`src/rtl/ahb_resp_mux.sv`:
```
// Per-master AHB response multiplexer: holds the address-phase slave select through the data phase,
// and adds a default-slave ERROR for bad selects plus a stall watchdog that aborts hung transfers.
//
// state    | meaning
// D_IDLE   | no data phase in progress (IDLE/BUSY or after reset), OKAY with ready high
// D_SLAVE  | data phase owned by the slave in hsel_data, responses passed straight through
// DEF_ERR1 | default-slave ERROR, first cycle (ready low)
// DEF_ERR2 | default-slave ERROR, second cycle (ready high)
// TO_ERR1  | watchdog abort ERROR, first cycle (ready low, timeout_irq high)
// TO_ERR2  | watchdog abort ERROR, second cycle (ready high)
module ahb_resp_mux #(
    parameter int CHANNEL_NUM = 4,
    parameter int DATA_WIDTH  = 32,
    parameter int RESP_WIDTH  = 1,
    parameter int TIMEOUT     = 256,
    parameter int CNT_WIDTH   = 9
) (
    input  logic                              HCLK,
    input  logic                              HRESETn,
    input  logic [CHANNEL_NUM-1:0]            sel_addr,
    input  logic [1:0]                        htrans,
    input  logic [CHANNEL_NUM*DATA_WIDTH-1:0] hrdata_in,
    input  logic [CHANNEL_NUM-1:0]            hreadyout_in,
    input  logic [CHANNEL_NUM*RESP_WIDTH-1:0] hresp_in,
    output logic [DATA_WIDTH-1:0]             hrdata_out,
    output logic                              hready_out,
    output logic [RESP_WIDTH-1:0]             hresp_out,
    output logic [CHANNEL_NUM-1:0]            hsel_data,
    output logic                              timeout_irq
);

    typedef enum logic [2:0] {
        D_IDLE,
        D_SLAVE,
        DEF_ERR1,
        DEF_ERR2,
        TO_ERR1,
        TO_ERR2
    } state_t;

    localparam bit                   WD_EN    = (TIMEOUT > 0);
    localparam logic [CNT_WIDTH-1:0] CNT_LAST = WD_EN ? CNT_WIDTH'(TIMEOUT - 1) : '0;
    localparam logic [RESP_WIDTH-1:0] RESP_ERR = RESP_WIDTH'(1);

    state_t                 state, state_nxt;
    logic [CHANNEL_NUM-1:0] hsel_nxt;
    logic [CNT_WIDTH-1:0]   cnt, cnt_nxt;
    logic                   irq_nxt;

    logic [DATA_WIDTH-1:0]  sel_rdata;
    logic                   sel_ready;
    logic [RESP_WIDTH-1:0]  sel_resp;

    // Only the transfer/no-transfer distinction matters here; BUSY is treated like IDLE.
    logic unused_htrans;
    assign unused_htrans = htrans[0];

    always_comb begin
        sel_rdata = '0;
        sel_ready = 1'b0;
        sel_resp  = '0;
        for (int i = 0; i < CHANNEL_NUM; i++) begin
            if (hsel_data[i]) begin
                sel_rdata |= hrdata_in[i*DATA_WIDTH +: DATA_WIDTH];
                sel_ready |= hreadyout_in[i];
                sel_resp  |= hresp_in[i*RESP_WIDTH +: RESP_WIDTH];
            end
        end
    end

    always_comb begin
        state_nxt  = state;
        hsel_nxt   = hsel_data;
        cnt_nxt    = '0;
        irq_nxt    = 1'b0;
        hready_out = 1'b1;
        hresp_out  = '0;
        hrdata_out = '0;

        case (state)
            D_IDLE: ;
            D_SLAVE: begin
                hready_out = sel_ready;
                hresp_out  = sel_resp;
                hrdata_out = sel_rdata;
                if (WD_EN && !sel_ready) begin
                    if (cnt == CNT_LAST) begin
                        state_nxt = TO_ERR1;
                        hsel_nxt  = '0;
                        irq_nxt   = 1'b1;
                    end else begin
                        cnt_nxt = cnt + CNT_WIDTH'(1);
                    end
                end
            end
            DEF_ERR1: begin
                hready_out = 1'b0;
                hresp_out  = RESP_ERR;
                state_nxt  = DEF_ERR2;
            end
            DEF_ERR2: hresp_out = RESP_ERR;
            TO_ERR1: begin
                hready_out = 1'b0;
                hresp_out  = RESP_ERR;
                state_nxt  = TO_ERR2;
            end
            TO_ERR2: hresp_out = RESP_ERR;
            default: begin
                state_nxt = D_IDLE;
                hsel_nxt  = '0;
            end
        endcase

        // Address acceptance overrides everything; it cannot happen in the ERR1 states.
        if (hready_out) begin
            cnt_nxt = '0;
            irq_nxt = 1'b0;
            if (!htrans[1]) begin
                state_nxt = D_IDLE;
                hsel_nxt  = '0;
            end else if ($onehot(sel_addr)) begin
                state_nxt = D_SLAVE;
                hsel_nxt  = sel_addr;
            end else begin
                state_nxt = DEF_ERR1;
                hsel_nxt  = '0;
            end
        end
    end

    always_ff @(posedge HCLK or negedge HRESETn) begin
        if (!HRESETn) begin
            state       <= D_IDLE;
            hsel_data   <= '0;
            cnt         <= '0;
            timeout_irq <= 1'b0;
        end else begin
            state       <= state_nxt;
            hsel_data   <= hsel_nxt;
            cnt         <= cnt_nxt;
            timeout_irq <= irq_nxt;
        end
    end

endmodule

```
`config.mk`:
```
export PLATFORM = sky130hd
export DESIGN_NAME = ahb_resp_mux
export DESIGN_NICKNAME = d
export VERILOG_FILES = /design/src/rtl/ahb_resp_mux.sv
export SDC_FILE = /design/constraint.sdc
export NUM_CORES = 1
export LEC_CHECK = 0
export ABC_AREA = 1
export BUFFER_PORTS_ARGS = -buffer_cell sky130_fd_sc_hd__buf_2
export CORE_ASPECT_RATIO = 1.2
export CORE_MARGIN = 2
export CORE_UTILIZATION = 40
export DETAILED_ROUTE_END_ITERATION = 8
export PLACE_DENSITY = 0.87
export SETUP_SLACK_MARGIN = 0.5
export SYNTH_ARGS = -nofsm -noshare
export SYNTH_HDL_FRONTEND = slang
export SYNTH_SLANG_ARGS = --single-unit
```
`constraint.sdc`:
```
create_clock -name HCLK -period 2.9 [get_ports HCLK]
set_input_delay 0 -clock HCLK [delete_from_list [all_inputs] [get_ports HCLK]]
set_output_delay 0 -clock HCLK [all_outputs]
set_load 0.005 [all_outputs]
```
**Yosys cells after proc, flatten, opt, wreduce, memory -nomap -nowiden**

Index checks and enable logic that the tools add are counted.

- Register bits: 17
- Input bits: 144
- Logic and storage cells: 70
- Output and inout bits: 39

- Mux-type cells: 35
- Bitwise operators: 9
- Reduce and logical (&&, ||, !) cells: 7
- Equality and inequality tests: 11
- $add $sub $neg: 4

Operator list:

| kind | number |
|---|---|
| two-way mux 32 bit | 5 |
| OR 32 bit | 3 |
| two-way mux 9 bit | 4 |
| two-way mux 4 bit | 5 |
| two-way mux 1 bit | 12 |
| one-hot mux 3 bit (4 select lines) | 1 |
| adder 9 x 1 -> 9 bit (second input constant) | 1 |
| equality test 9 x 8 -> 1 bit (second input constant) | 1 |
| two-way mux 3 bit | 3 |
| one-hot mux 4 bit (2 select lines) | 1 |
| equality test 3 x 1 -> 1 bit (second input constant) | 2 |
| equality test 3 x 2 -> 1 bit (second input constant) | 2 |
| equality test 3 bit (second input constant) | 2 |
| inequality test 3 bit (second input constant) | 2 |
| OR 1 bit | 6 |
| AND reduction 3 bit | 2 |
| OR reduction 5 bit | 1 |
| adder 1 x 1 -> 2 bit | 2 |
| two-way mux 2 bit | 2 |
| inequality test 2 x 1 -> 1 bit (second input constant) | 2 |
| one-hot mux 1 bit (2 select lines) | 2 |
| OR reduction 4 bit | 1 |
| adder 2 x 2 -> 3 bit | 1 |
| logical NOT 3 bit | 1 |
| other kinds (2) | 2 |

**Logic depth before layout (Yosys ltp)**

- Word-level depth: 10
- Mapped depth: 10
- Gate-level depth less buffers: 10

**Worst setup path after synthesis**

No wires, ideal clock.

- Path type: input-to-reg
- Start point: in sel_addr[0]
- End point: reg hsel_data[2]
- Setup time: 65 ps
- Data required time: 2,835 ps
- Path buffers: 0
- Setup slack: 1,278 ps
- Cell stages on the path: 9
- Data arrival time: 1,557 ps
- Cell sequence: inv_1 fa_1 inv_1 ha_1 ha_1 nand3b_1 nor3b_1 nand2_1 nand2_1

- Word-level cells in the longest chain between the ends: 6

Ends and longest elaborated chain:

| what | line | RTL |
|---|---|---|
| start: declaration | 20 | `input logic [CHANNEL_NUM-1:0] sel_addr,` |
| adder 1 x 1 -> 2 bit (implied by the code) | 121 | `end else if ($onehot(sel_addr)) begin` |
| adder 2 x 2 -> 3 bit (implied by the code) | 121 |  |
| equality test 3 x 1 -> 1 bit | 121 |  |
| two-way mux 4 bit | 121 |  |
| two-way mux 4 bit | 118 | `if (!htrans[1]) begin` |
| two-way mux 4 bit | 115 | `if (hready_out) begin` |
| end signal: assignment | 139 | `hsel_data <= hsel_nxt;` |
| end: declaration | 28 | `output logic [CHANNEL_NUM-1:0] hsel_data,` |

Every way passes these cells.
A chain may end at the register's enable or synchronous reset.

**Final worst setup path**

- Start point: reg hsel_data[3]
- End point: out hrdata_out[26]

- Word-level cells in the longest chain between the ends: 2

Ends and longest elaborated chain:

| what | line | RTL |
|---|---|---|
| two-way mux 32 bit | 63 | `if (hsel_data[i]) begin` |
| two-way mux 32 bit | 80 | `case (state)` |
| end: declaration | 25 | `output logic [DATA_WIDTH-1:0] hrdata_out,` |

Every way passes these cells.

==> results.cfg <==
[place]
postPlaceCellArea_mm2 = 0.00282
dp_hpwl_um = 5750
gp_congestion = 0.813
portBuffers = 181

[global_routing]
antenna_found_initial = 1
grt_pass1_wl_um = 10500
grtUsageTotal_pct = 24.6
gr-total-overflow = 0
grt_pass1_vias = 2340
grt_max_degree = 36

[power_and_ir_drop]
vdd_drop_max_mv = 0.460
p_per_area_mw_per_mm2 = 510
p_leak_nw = 1.46

[synth]
synth-simple-area-share_pct = 46.9
synth_mux_area_share_pct = 0
synth_xor_area_share_pct = 0.908
synth.distinct_cells = 29
synth_nets = 455
synth_seq_cells = 17
syn_inst = 307
yosys.area_share.adder_pct = 2.98
synth-seq-area-share_pct = 22.0
netlist_area_mm2 = 0.00193
synth-compound-area-share_pct = 16.5
syn_area_per_cell_um2 = 6.28
synth_top_family_by_area = simple AND/OR/NAND/NOR gates
ys_warn_count = 0

[route]
drtIter0Drc = 157
wire_per_inst_um = 13.8
routed_wl_um = 7390
drtAntennaViolNets = 0
vias = 2688
firstDrtPassIters = 4
via_per_inst = 5.01
drc = 0

[worst_setup_path]
worstPathRequired_ps = 2900
cp.arrival_ps = 1840
end_kind = primary output
critPathLaunchType = flop
cp_max_fo = 21
setup.worst_path.class = flop to primary output

[cts]
clock-sinks = 17
clk-insertion-delay-late_ps = 250
cts_buffer_depth = 2
cts-buffers-inserted = 3
root_buffer = clkbuf_8
cts_max_level = 1
cts.clk_slew.worst_paths_ps = 60
cts_tree = done
cts-resized-gates = 0

[timing]
rsz0062_at_grt = false
tns_ps = 0
hold_violations = 0
period_share_pct = 63.3
timing.fmax_mhz = 545
relSlewSlack_pct = 53.1
worst_clock_skew_ps = 1.08
slew_viol_final = 0
setup_viol = 0
post-route-min-period_ps = 1840
worstMarginPinSlew_ps = 701

[finish]
num_antenna_cells = 0
final_area_mm2 = 0.00288
area_growth_pct = 49.0
drive_above_1_share_pct = 45.5
nets = 628

[floorplan]
die_area_mm2 = 0.00540
io_pins = 183
rows = 27
die_h_um = 80.1
fp.dieW_um = 67.4
start_util_pct = 41.7
core_area_mm2 = 0.00463

[hold_path]
hold_path.class = input pin to flop

[job]
cap_violations = 0

[outcome]
outcome = completed
placed cells by master, fill, tap and decap left out, types with 4 or more instances in the layout:
master | synthesis | routed
buf_2 | 10 | 181
nand2_1 | 161 | 161
a41oi_1 | 32 | 32
dfrtp_1 | 17 | 17
inv_1 | 15 | 15
nor2_1 | 12 | 12
nor2_2 | 6 | 6
nand2_2 | 6 | 6
nand2_4 | 5 | 5
buf_4 | 3 | 5
nor3_1 | 4 | 4
worst paths after layout:
| check | start | to | slack, ps | depth (start not counted) |
|---|---|---|---|---|
| min in group asynchronous | HRESETn | cnt[2]$_DFF_PN0_ | 190 | 2 |
| hold / removal | htrans[1] | state[1]$_DFFE_PN0P_ | 20 | 3 |
| hold reg to reg | cnt[0]$_DFF_PN0_ | cnt[0]$_DFF_PN0_ | 470 | 1 |
| setup reg to reg | state[2]$_DFFE_PN0P_ | hsel_data[1]$_DFFE_PN0P_ | 1270 | 8 |
| setup / recovery | hsel_data[3]$_DFFE_PN0P_ | hrdata_out[26] | 1060 | 4 |
| max in group asynchronous | HRESETn | hsel_data[0]$_DFFE_PN0P_ | 2440 | 2 |
cell usage after synthesis (all sizes together):
| cell | count | area (um^2) |
|---|---|---|
| nand3b | 1 | 7.51 |
| dfrtp | 17 | 425 |
| o21ai | 3 | 15.0 |
| xnor2 | 1 | 8.76 |
| nor2 | 21 | 116 |
| clkbuf | 2 | 7.51 |
| nor3 | 5 | 30.0 |
| ha | 3 | 37.5 |
| nor3b | 1 | 7.51 |
| buf | 17 | 118 |
| nand3 | 6 | 45.0 |
| a41oi | 32 | 280 |
| nand2 | 172 | 698 |
| inv | 20 | 80.1 |
| a21oi | 3 | 15.0 |
| xor2 | 1 | 8.76 |
| a22o | 1 | 8.76 |
| fa | 1 | 20.0 |
cell families after synthesis:
family,count (synthesis)
flip-flops,17
XOR/XNOR,2
AND/OR/NAND/NOR,206
adder cells (fa/ha/maj),4
buffers and inverters,39
AO/OA/AOI/OAI,39
worst max-delay path, stage by stage (launching register included):
cell	delay, ps
dfrtp_1	730
buf_4	370
nand2_1	80
a41oi_1	240
buf_2	160
through the flow:
step / total power, mW / std cells / setup WS (ps) / util (%) / hold WS [ps]
after floorplan: 0.988 / 307 / 1280 / - / -296
after global placement: 1.27 / 532 / 1120 / 60.9 / -71.5
after detailed placement: 1.28 / 532 / 1080 / 60.9 / -66.6
after CTS: 1.47 / 537 / 1060 / 62.1 / 19.6
after global routing: 1.58 / 537 / 941 / 62.1 / 25.2
final: 1.47 / 537 / 1060 / 62.1 / 16.9
registers in the layout (all words and copies together) (netlist names):
| name | cells |
|---|---|
| state | 3 |
| hsel_data | 4 |
| cnt | 9 |
| timeout_irq | 1 |
per-layer routing:
metal	up-vias	GRT usage [%]	routed length, um	share of wire [%]
met5	-	0	0	0
met4	0	7.76	157	2.1
met3	17	6.72	825	11
met2	132	42.7	3650	49
met1	1189	29.0	2750	37
li1	1350	-	-	-
layout make-up:
cell class	count	area [um^2]
flip-flops and latches	17	425
fillers	425	1750
multi-input cells	251	1300
repair buffers	187	953
clock buffers	4	45.0
well taps	58	72.6
inverters	20	80.1
power by group:
group	internal, mW	leakage, nW	switching (mW)	total, mW
clock	0.0976	0.0228	0.0785	0.176
combinational	0.363	1.20	0.570	0.933
sequential	0.275	0.232	0.0821	0.357
total	0.736	1.46	0.730	1.47
repair_timing:
| action | 4_1_cts | 5_1_grt |
|---|---|---|
| buffers inserted | 0 | 0 |
| endpoints found under the hold margin | 17 | 0 |
| hold buffers | 1 | 0 |
No activity file was read; power rests on OpenSTA's default activity.
